<file path="src/rtl/mem_port_ctrl.sv">
// Memory port controller: MAR/MDR registers and a read/write handshake
// FSM with a bounded wait for the memory acknowledge.
module mem_port_ctrl #(
  parameter int ADDR_W  = 9,
  parameter int TIMEOUT = 15
) (
  input  logic              clock,
  input  logic              clear,
  input  logic [31:0]       bus_data,
  input  logic              mar_in,
  input  logic              mdr_in,
  input  logic              rd_req,
  input  logic              wr_req,
  input  logic [31:0]       mem_rdata,
  input  logic              mem_ack,
  output logic [ADDR_W-1:0] mem_addr,
  output logic [31:0]       mem_wdata,
  output logic              mem_re,
  output logic              mem_we,
  output logic [31:0]       mdr_q,
  output logic              busy,
  output logic              done,
  output logic              err
);

  typedef enum logic [1:0] {
    IDLE  = 2'd0,
    READ  = 2'd1,
    WRITE = 2'd2
  } state_t;

  localparam logic [7:0] LAST = 8'(TIMEOUT - 1);

  state_t            state, state_n;
  logic [ADDR_W-1:0] mar, mar_n;
  logic [31:0]       mdr, mdr_n;
  logic [7:0]        cnt, cnt_n;
  logic              done_n, err_n;

  always_ff @(posedge clock) begin
    if (clear) begin
      state  <= IDLE;
      mar    <= '0;
      mdr    <= '0;
      cnt    <= '0;
      mem_re <= 1'b0;
      mem_we <= 1'b0;
      done   <= 1'b0;
      err    <= 1'b0;
    end else begin
      state  <= state_n;
      mar    <= mar_n;
      mdr    <= mdr_n;
      cnt    <= cnt_n;
      mem_re <= (state_n == READ);
      mem_we <= (state_n == WRITE);
      done   <= done_n;
      err    <= err_n;
    end
  end

  // Ack on the last wait cycle still wins over the timeout.
  always_comb begin
    state_n = state;
    mar_n   = mar;
    mdr_n   = mdr;
    cnt_n   = cnt;
    done_n  = 1'b0;
    err_n   = 1'b0;
    unique case (state)
      IDLE: begin
        if (mar_in) mar_n = bus_data[ADDR_W-1:0];
        if (mdr_in) mdr_n = bus_data;
        if (rd_req) begin
          state_n = READ;
          cnt_n   = '0;
        end else if (wr_req) begin
          state_n = WRITE;
          cnt_n   = '0;
        end
      end
      READ, WRITE: begin
        if (mem_ack) begin
          if (state == READ) mdr_n = mem_rdata;
          state_n = IDLE;
          cnt_n   = '0;
          done_n  = 1'b1;
        end else if (cnt == LAST) begin
          state_n = IDLE;
          cnt_n   = '0;
          err_n   = 1'b1;
        end else begin
          cnt_n = cnt + 8'd1;
        end
      end
      default: begin
        state_n = IDLE;
        cnt_n   = '0;
      end
    endcase
  end

  assign mem_addr  = mar;
  assign mem_wdata = mdr;
  assign mdr_q     = mdr;
  assign busy      = (state != IDLE);

endmodule

</file>
<file path="config.mk">
export PLATFORM = sky130hd
export DESIGN_NAME = mem_port_ctrl
export DESIGN_NICKNAME = d
export VERILOG_FILES = /design/src/rtl/mem_port_ctrl.sv
export SDC_FILE = /design/constraint.sdc
export NUM_CORES = 1
export LEC_CHECK = 0
export BUFFER_PORTS_ARGS = -buffer_cell sky130_fd_sc_hd__buf_4
export CAP_MARGIN = 10
export CORE_ASPECT_RATIO = 1.25
export CORE_MARGIN = 2
export CORE_UTILIZATION = 40
export CTS_BUF_LIST = sky130_fd_sc_hd__clkbuf_8 sky130_fd_sc_hd__clkbuf_16
export CTS_CLUSTER_SIZE = 30
export DETAILED_ROUTE_END_ITERATION = 7
export MAX_ROUTING_LAYER = met4
export PLACE_DENSITY_LB_ADDON = 0.25
export SYNTH_ARGS = -nofsm -noshare
export SYNTH_HDL_FRONTEND = slang
export SYNTH_SLANG_ARGS = --single-unit
</file>
<file path="constraint.sdc">
create_clock -name clock -period 1.8 [get_ports clock]
set_clock_uncertainty 0.2 [all_clocks]
set_input_delay 0.18 -clock clock [delete_from_list [all_inputs] [get_ports clock]]
set_output_delay 0.18 -clock clock [all_outputs]
set_load 0.005 [all_outputs]
</file>
## After elaboration in Yosys (flattened, before gate mapping)

Cells that the tools add are included.

| storage, ports and cells | value |
|---|---|
| output and inout port bits | 78 |
| input port bits | 71 |
| flip-flop bits (word level) | 55 |
| word-level logic and storage cells | 43 |

| cells by class | value |
|---|---|
| bitwise logic cells | 1 |
| $add $sub $neg | 1 |
| reductions and logical operators | 8 |
| multiplexer cells | 16 |
| equality and inequality tests | 9 |

Operators by type and width:

| operator | count |
|---|---|
| 32-bit 2-to-1 mux | 3 |
| 32-bit one-hot mux with 2 select lines | 1 |
| 8-bit 2-to-1 mux | 4 |
| 8-bit one-hot mux with 2 select lines | 1 |
| 8-bit by 1-bit adder with 8-bit output, second input constant | 1 |
| 8-bit by 4-bit == test with 1-bit output, second input constant | 1 |
| 2-bit 2-to-1 mux | 4 |
| 2-bit inequality test, second input constant | 3 |
| 2-bit by 1-bit == test with 1-bit output, second input constant | 2 |
| 2-bit == test, second input constant | 2 |
| 2-bit one-hot mux with 2 select lines | 1 |
| 4-bit AND reduction | 1 |
| 2-bit nonzero test | 2 |
| 2-bit OR reduction | 2 |
| 3-bit inequality test, second input constant | 1 |
| 3-bit OR reduction | 1 |
| 2-bit logical NOT | 1 |
| 1-bit 2-to-1 mux | 2 |
| 2-bit AND reduction | 1 |
| 1-bit inverter | 1 |

## Longest topological paths before layout

Gate-level depths: netlist (run 1).

| depth | value |
|---|---|
| word-level depth | 5 |
| depth in mapped cells | 9 |
| gate-level depth less buffers | 6 |

## Worst setup path after synthesis (run 1)

Ideal clock, no wire load.

| timing | value |
|---|---|
| path kind | reg-to-reg |
| from | reg state[0] |
| to | reg mdr[14] (netlist: mdr_q[14]) |
| period minus slack after synthesis | 1.819 ns |
| required time | 1.514 ns |
| path buffers | 3 |
| setup slack | -0.019 ns |
| data arrival time | 1.534 ns |
| stages on the path, launching flop included | 10 |
| library setup time | 0.086 ns |
| cells stage by stage | dfxtp_1 > inv_1 > ha_1 > buf_6 > nand2b_2 > o211a_1 > buf_6 > buf_4 > nor2_1 > a211oi_1 |

| on the way | value |
|---|---|
| cells in the longest elaborated chain, start to end | 4 |
| elaborated cells between the ends (all ways) | 10 |
| those cells by class | 5 x eq/ne; 1 x mux; 4 x reduce/logical |

Ends and longest elaborated chain:

| element | line | text |
|---|---|---|
| from (decl) | 34 | `state_t state, state_n;` |
| from (signal assigned) | 51 | `state <= state_n;` |
| 2-bit by 1-bit == test with 1-bit output or 2-bit == test (tied branches) | 70, 84 |  |
| 2-bit OR reduction | 70 | `unique case (state)` |
| 2-bit inequality test (no line) or 2-bit nonzero test (tied branches) | -- |  |
| 4-bit AND reduction (no line) | -- |  |
| to (signal assigned) | 53 | `mdr <= mdr_n;` |
| to (decl) | 36 | `logic [31:0] mdr, mdr_n;` |

Parallel ways exist; a longest one is shown, timed or not.
A chain may end at the register's enable or synchronous reset.

## Final worst setup path (run 1)

| timing | value |
|---|---|
| from | reg state[1] |
| to | reg mdr[17] (netlist: mdr_q[17]) |

Same word-level chain as after synthesis.

==> results.txt, run 1 <==
- Outcome: complete, but fails checks
- The checks that failed: negative setup slack.
- Die height: 95.8 um
- The floorplan step defined a core boundary enclosing 0.00652 mm^2.
* Worst slack at placement: -0.0432 ns
- Largest vdd supply drop: 0.489 mV
- Largest cells by area after synthesis: sky130_fd_sc_hd__dfxtp_1 41%, sky130_fd_sc_hd__mux2i_1 12%, sky130_fd_sc_hd__buf_4 9.7%
- The analysis attributes to cell leakage a power of 1.93 nW.
- Summing all placed instances gives a cell area of 0.00367 mm^2.
- Deepest clock path buffer count: 2
- Total count of hold-check failures in the final report: 0
* Maxcap violations: 0
* First-pass GRT wire length: 10700 um
- The number of clock buffers added by TritonCTS is 5.
- Synth Instances: 289
- The finished layout holds 520 standard cells, fillers aside.
* Max FO, Critical Path: 8
- STA classifies the critical path startpoint as a flip-flop.
* Overall die area: 0.00741 mm^2
- Among all cell types in the netlist, the one instantiated most often is sky130_fd_sc_hd__dfxtp_1.
- Share of synthesized registers carrying an async set or reset: 0%
* Pin count of the biggest net entering global routing: 28
* Fraction of layout instances using a drive strength above 1: 51.0%
- Global routing finished with a remaining overflow of 0.
- Level count of the clock H-tree: 2
* Synthesized area per cell: 9.33 um^2
* Critical path endpoint category: flip-flop
- Vias in the first global route: 2225
- Summed over all instances, the cell type with the most area after synthesis is sky130_fd_sc_hd__dfxtp_1.
* Final core area utilization: 65.6%
- For this configuration, the core starts out at a cell density of 41.3%.
- The tree built by TritonCTS fans out to 55 sinks.
- Of the total synthesized cell area, the portion taken by AND, OR, NAND and NOR gates is 14.4%.
* Worst slew pin tran: 0.436 ns
* Fraction of the yosys area taken by sequential cells: 40.9%
- STA puts the critical path data required time at 1.82 ns.
- Counting every net in the synthesized netlist gives 365.
- The first TritonRoute pass finished after 4 iterations.
* IO buf count: 148
- For the worst flop-to-flop path, the logic depth is 8.
- After routing the design area is 0.00428 mm^2.
* Synth Flop Type: sky130_fd_sc_hd__dfxtp_1
* RSZ-0062 raised after global routing: yes
* Number of distinct library cells after synthesis: 35
- Synth Register Bits: 55
- Final weighted congestion of routability-driven global placement: 0.791
- In this run, synthesis inferred 0 flip-flops with an integrated enable.
- Count of nets after finishing: 508
- In this run the count of I/O pins placed on the die edge is 149.
* # DRC: 0
- Proportion of netlist area held by the largest area contributor: 40.9%
- Top achievable clock speed: 553 MHz
- The worst hold path belongs to the class in2reg.
- After legalization and detailed placement, the total HPWL measured 5220 um.
- The max-slew violation count was 0.
- Area of the mapped netlist: 0.00270 mm^2
- Total routing resource utilization after global routing: 18.6%
- Placed instance count: 487
* Multiplexer share of the synthesized area: 11.9%
- Normalized max-slew margin: 70.7%
- TritonCTS built the clock tree.
- 0 antenna diodes ended up in the layout.
- Cell at the root of the clock tree: sky130_fd_sc_hd__clkbuf_8
* Minimum hold slack: 0.00887 ns
- The synthesized netlist devotes 14.0% of its cell area to compound gates.
- Total number of vias: 2556
* Latest clock arrival within the worst-skew pair: 0.30 ns
* Synth-to-layout area growth: 58.7%
- For this block, the initial DRC count from the detailed router was 91.
- Summing internal, switching and leakage power gives 3.54 mW.
* Final count of negative-setup-slack endpoints: 1
* Pwr per Cell Area: 828 mW/mm^2
- Number of antenna violations at the first check in global routing: 0
- Post-layout worst setup margin: -0.00744 ns
- Dividing the detail-routed via count by the number of cells gives 4.92.
- The detail route stage leaves a number of antenna-violating nets equal to 0.
* Die outline width: 77.4 um
- The worst path in the final design needs a cycle of 1.81 ns, including I/O delays and setup.
* Routed wire length: 7760 um
- Ratio of final minimum period to clock period: 100%
- Summed over all failing endpoints, the final setup total negative slack is -0.00744 ns.
* Cell Rows: 33
- Of the total synthesized cell area, the portion taken by XOR and XNOR cells is 2.27%.
- Counting instances, the worst hold path has a depth of 3.
* Arrival time of data at the critical path endpoint: 1.82 ns
- In the synthesized netlist, the cells that appear most often are 55 x sky130_fd_sc_hd__dfxtp_1, 46 x sky130_fd_sc_hd__nor2_1, 35 x sky130_fd_sc_hd__buf_4, 32 x sky130_fd_sc_hd__mux2i_1, 29 x sky130_fd_sc_hd__a211oi_1.
- The synthesized netlist devotes 2.32% of its cell area to adder and majority cells.
- After synthesis, the largest family of logic cells by area is simple AND/OR/NAND/NOR gates.
- After detailed routing, the average wire length per cell comes to 14.9 um.
* Setup CP Type: reg2reg
* Count of warnings emitted by yosys: 0
- After clock tree synthesis, the clock-pin slew on the worst setup and hold paths is 0.10 ns.
-- what timing repair did --
| item | 4_1_cts | 5_1_grt |
|---|---|---|
| setup buffers | 0 | 7 |
| hold buffers | 11 | 0 |
| cloned | 1 | 6 |
| pin swaps | 0 | 10 |
| endpoints found under the hold margin | 10 | 0 |
| endpoints found under the setup margin | 31 | 41 |
| gates resized for setup | 2 | 39 |
-- cells in the final DEF (no fill, tap or decap), types with 2 or more instances in the layout --
cell type | synthesis | routed
sky130_fd_sc_hd__inv_2 | 1 | 2
sky130_fd_sc_hd__dfxtp_1 | 55 | 53
sky130_fd_sc_hd__nand4_1 | 2 | 2
sky130_fd_sc_hd__a21oi_1 | 10 | 9
sky130_fd_sc_hd__buf_6 | 5 | 6
sky130_fd_sc_hd__inv_1 | 4 | 2
sky130_fd_sc_hd__nand2_1 | 13 | 13
sky130_fd_sc_hd__clkbuf_16 | 0 | 4
sky130_fd_sc_hd__mux2i_1 | 32 | 32
sky130_fd_sc_hd__ha_4 | 0 | 3
sky130_fd_sc_hd__buf_8 | 0 | 2
sky130_fd_sc_hd__a211oi_1 | 29 | 15
sky130_fd_sc_hd__dlygate4sd3_1 | 0 | 11
sky130_fd_sc_hd__nand3_1 | 13 | 13
sky130_fd_sc_hd__a211oi_2 | 5 | 19
sky130_fd_sc_hd__xor2_1 | 6 | 6
sky130_fd_sc_hd__nor2_2 | 0 | 2
sky130_fd_sc_hd__nor2_1 | 46 | 44
sky130_fd_sc_hd__buf_4 | 35 | 162
sky130_fd_sc_hd__ha_1 | 5 | 2
sky130_fd_sc_hd__dfxtp_2 | 0 | 2
sky130_fd_sc_hd__clkbuf_8 | 0 | 6
-- layout make-up --
cell class	count	area, um^2
Clock inverter	2	35.0
Multi-Input combinational cell	178	1360
Tap cell	87	109
Inverter	5	21.3
Timing Repair Buffer	187	1570
Clock buffer	6	82.6
Sequential cell	55	1100
Fill cell	550	2250
-- where the power goes --
part | internal [mW] | switching (mW)
registers | 1.34 | 0.101
clock network | 0.451 | 0.393
logic | 0.743 | 0.511
-- layer usage --
layer	GRT usage (%)	vias up	routed length, um
met5	-	-	0
met4	5.95	0	93
met3	4.32	8	448
met2	32.0	85	4170
met1	21.6	1203	3040
li1	-	1260	-
-- cell families after synthesis --
kind of cell | count (synthesis)
AND/OR/NAND/NOR | 85
buffers and inverters | 56
flip-flops | 55
AO/OA/AOI/OAI | 49
multiplexers | 32
XOR/XNOR | 7
adder cells (fa/ha/maj) | 5
-- worst paths after layout --
check	startpoint	to	slack, ns
worst max register to register	state[1]	mdr_q[17]	-0.007
worst max-delay path	state[1]	mdr_q[17]	-0.007
worst min-delay path	bus_data[11]	mdr_q[11]	0.009
worst min register to register	mem_addr[5]	mem_addr[5]	0.26
-- registers in the layout, summed over array words and instances, names as in the netlist --
name and flops:
cnt 8, done 1, err 1, mdr_q 32
mem_addr 9, mem_re 1, mem_we 1, state 2
-- worst max-delay path: stages, from the launching register on --
cell	delay [ns]
sky130_fd_sc_hd__dfxtp_2	0.33
sky130_fd_sc_hd__inv_2	0.08
sky130_fd_sc_hd__ha_4	0.14
sky130_fd_sc_hd__buf_6	0.10
sky130_fd_sc_hd__inv_4	0.03
sky130_fd_sc_hd__o211a_4	0.32
sky130_fd_sc_hd__buf_6	0.17
sky130_fd_sc_hd__buf_16	0.13
sky130_fd_sc_hd__a211oi_1	0.22
No activity file was read; power rests on OpenSTA's default activity.
==> inputs of run 2 (changes only) <==
Settings changed: CTS_CLUSTER_DIAMETER set to 80, SKIP_CTS_REPAIR_TIMING set to 1.
==> run 2 against run 1 <==
Total power up 0.81%. The run now ends clean. Worst setup slack better by 0.0090 ns. Die area unchanged. Register-to-register slack about the same. Clock-buffer cell count unchanged. Highest routed layer unchanged.
==> results.txt, run 2 (same netlist as run 1, synthesis figures left out) <==
* Wire length per cell: 15.2 um (+1.8%)
* Level count of the clock H-tree: 2 (unchanged)
- The number of design rule violations left after detail routing is 0 (unchanged).
- Static leakage: 1.94 nW (+0.54%)
- Initial Util: 41.3% (unchanged)
- Routed wire length: 7910 um (+2.0%)
- Setup repair after global routing could not meet its margin everywhere.
* Leftover overflow at the end of global routing: 0 (unchanged)
* DRC violation total after the first TritonRoute iteration: 94 (+3.3%)
* Clock-pin slew on the worst setup and hold paths: 0.10 ns (about the same)
* Reg2Reg Depth: 8 (unchanged)
- The core region area was 0.00652 mm^2 (unchanged).
- Overall die area: 0.00741 mm^2 (unchanged)
- The remaining max-slew budget at the tightest pin was 68.6% (-2.1 points).
- Tot Pwr: 3.57 mW (+0.81%)
- The total vias in the final route was 2590 (+1.3%).
* Critical path destination: mdr_q[17]
- Outcome: complete, no violations
- The final hold violation count is 0 (unchanged).
- The max-slew violation count came to 0 (unchanged).
- Worst Hold Class: in2reg
* Worst setup path startpoint: state[0]
- Leaving out fill and tap cells, the most frequent cell in the layout is sky130_fd_sc_hd__buf_4.
* Antenna Violating Nets Remaining: 0 (unchanged)
- In this run the critical register-to-register path is captured at mdr_q[17].
- CP Data Required Time: 1.82 ns (about the same)
- Maxcap violations: 0 (unchanged)
- The number of buffers inserted by port buffering came to 148 (unchanged).
- Cell Rows: 33 (unchanged)
* Critical path endpoint category: flip-flop
* Antenna Diode Count: 0 (unchanged)
- Arrival time of data at the critical path endpoint: 1.82 ns (about the same)
* HPWL after detailed placement: 5220 um (unchanged)
- Largest vdd supply drop: 0.512 mV (+4.6%)
- The top-level port count came to 149 (unchanged).
- In this run the critical register-to-register path is launched from state[0].
- The height of the chip was 95.8 um (unchanged).
* Total routing resource utilization after global routing: 17.7% (-0.87 points)
- The ratio of routed vias to standard cells is 4.97 (+1.1%).
* Setup CP Type: reg2reg
* Flip-flop count of the largest register, all copies and words added: 32 (unchanged)
* Number of detailed-route iterations in the first pass: 6 (+2)
- The number of clock buffers inserted by TritonCTS was 5 (unchanged).
- First-pass GRT wire length: 10200 um (-4.6%)
- The die width is 77.4 um (unchanged).
- Clock sink count: 55 (unchanged)
- The tree is rooted in a sky130_fd_sc_hd__clkbuf_8.
- From synthesis to final layout, the design area changed by 60.1%.
- Final core area utilization: 66.1% (+0.58 points)
- Critical path launch point type: flip-flop
* Vias in the first global route: 2158 (-3.0%)
- Pin count of the biggest net entering global routing: 38 (+36%)
- Register-to-register setup slack: 0.002 ns (about the same)
- The count of fill cells added during filler insertion is 555 (+0.91%).
- The critical-path maximum fanout came to 6 (-2).
- Deepest clock path buffer count: 2 (unchanged)
* Final weighted congestion of routability-driven global placement: 0.791 (unchanged)
- Pwr per Cell Area: 828 mW/mm^2 (about the same)
* Final critical path time including I/O delays and setup: 1.80 ns (-0.00903 ns)
* Number of antenna violations at the first check in global routing: 0 (unchanged)
- The fraction of final layout cells sized beyond drive strength 1 is 52.3% (+1.3 points).
- The library cells used most frequently in the layout, excluding fill and tap cells, are 162 x sky130_fd_sc_hd__buf_4, 53 x sky130_fd_sc_hd__dfxtp_1, 41 x sky130_fd_sc_hd__nor2_1, 32 x sky130_fd_sc_hd__mux2i_1, 21 x sky130_fd_sc_hd__a211oi_2.
- The fmax is 556 MHz (+0.50%).
- TritonCTS built the clock tree.
- Worst slew pin tran: 0.467 ns (+0.0308 ns)
* Latest clock arrival within the worst-skew pair: 0.30 ns (about the same)
- Count of nets after finishing: 509 (+0.20%)
- Final count of negative-setup-slack endpoints: 0 (-1)
- The part of the cycle the worst path needs was 99.9% (-0.50 points).
run 2: final cells by class:
cell class | instances | area [um^2] | area share, %
clock buffer | 6 | 82.6 | 1.91
clock inverter | 2 | 35.0 | 0.812
inverter | 5 | 23.8 | 0.551
multi-input combinational | 179 | 1390 | 32.3
sequential | 55 | 1100 | 25.6
tap | 87 | 109 | 2.52
timing repair buffer | 187 | 1570 | 36.4
run 2: worst min path at each step:
stage | end | startpoint | slack (ns) | depth (start not counted)
final | mdr_q[22] | bus_data[22] | 0.01 | 3
after global routing | mdr_q[14] | bus_data[14] | 0.02 | 3
after CTS | done | mem_ack | -0.09 | 3
after detailed placement | done | mem_ack | 0.23 | 3
after global placement | done | mem_ack | 0.22 | 3
after floorplan | done | mem_ack | 0.10 | 2
run 2: stage by stage:
step	hold WS (ns)	setup TNS, ns	setup slack (ns)	instances	area [um^2]
floorplan	0.103	-0.00583	-0.000729	289	2700
global placement	0.222	0	0.0243	487	3670
detailed placement	0.230	-0.690	-0.0432	487	3670
CTS	-0.0901	-1.46	-0.0725	495	3790
global route	0.0189	-0.271	-0.0904	521	4320
finish	0.0141	0	0.00160	521	4320
run 2: power breakdown:
part | leakage (nW) | internal (mW) | total [mW] | switching [mW]
combinational | 1.43 | 0.754 | 1.28 | 0.523
clock | 0.0612 | 0.451 | 0.848 | 0.398
sequential | 0.455 | 1.34 | 1.45 | 0.102
total | 1.94 | 2.55 | 3.57 | 1.02
run 2: critical path, stage by stage (launching register included):
cell and delay (ns):
sky130_fd_sc_hd__dfxtp_2 0.35, sky130_fd_sc_hd__inv_2 0.06, sky130_fd_sc_hd__buf_6 0.12, sky130_fd_sc_hd__ha_4 0.15
sky130_fd_sc_hd__nor2_4 0.13, sky130_fd_sc_hd__o211a_4 0.29, sky130_fd_sc_hd__clkbuf_16 0.18, sky130_fd_sc_hd__nor2_2 0.03
sky130_fd_sc_hd__a211oi_1 0.21
run 2: per-layer routing:
metal  vias to the layer above  share of wire [%]  GRT usage [%]
li1                       1264                  -              -
met4                         0                1.6           5.51
met3                        10                6.0           4.13
met5                         -                  0              -
met1                      1223                 40           20.7
met2                        93                 52           30.4
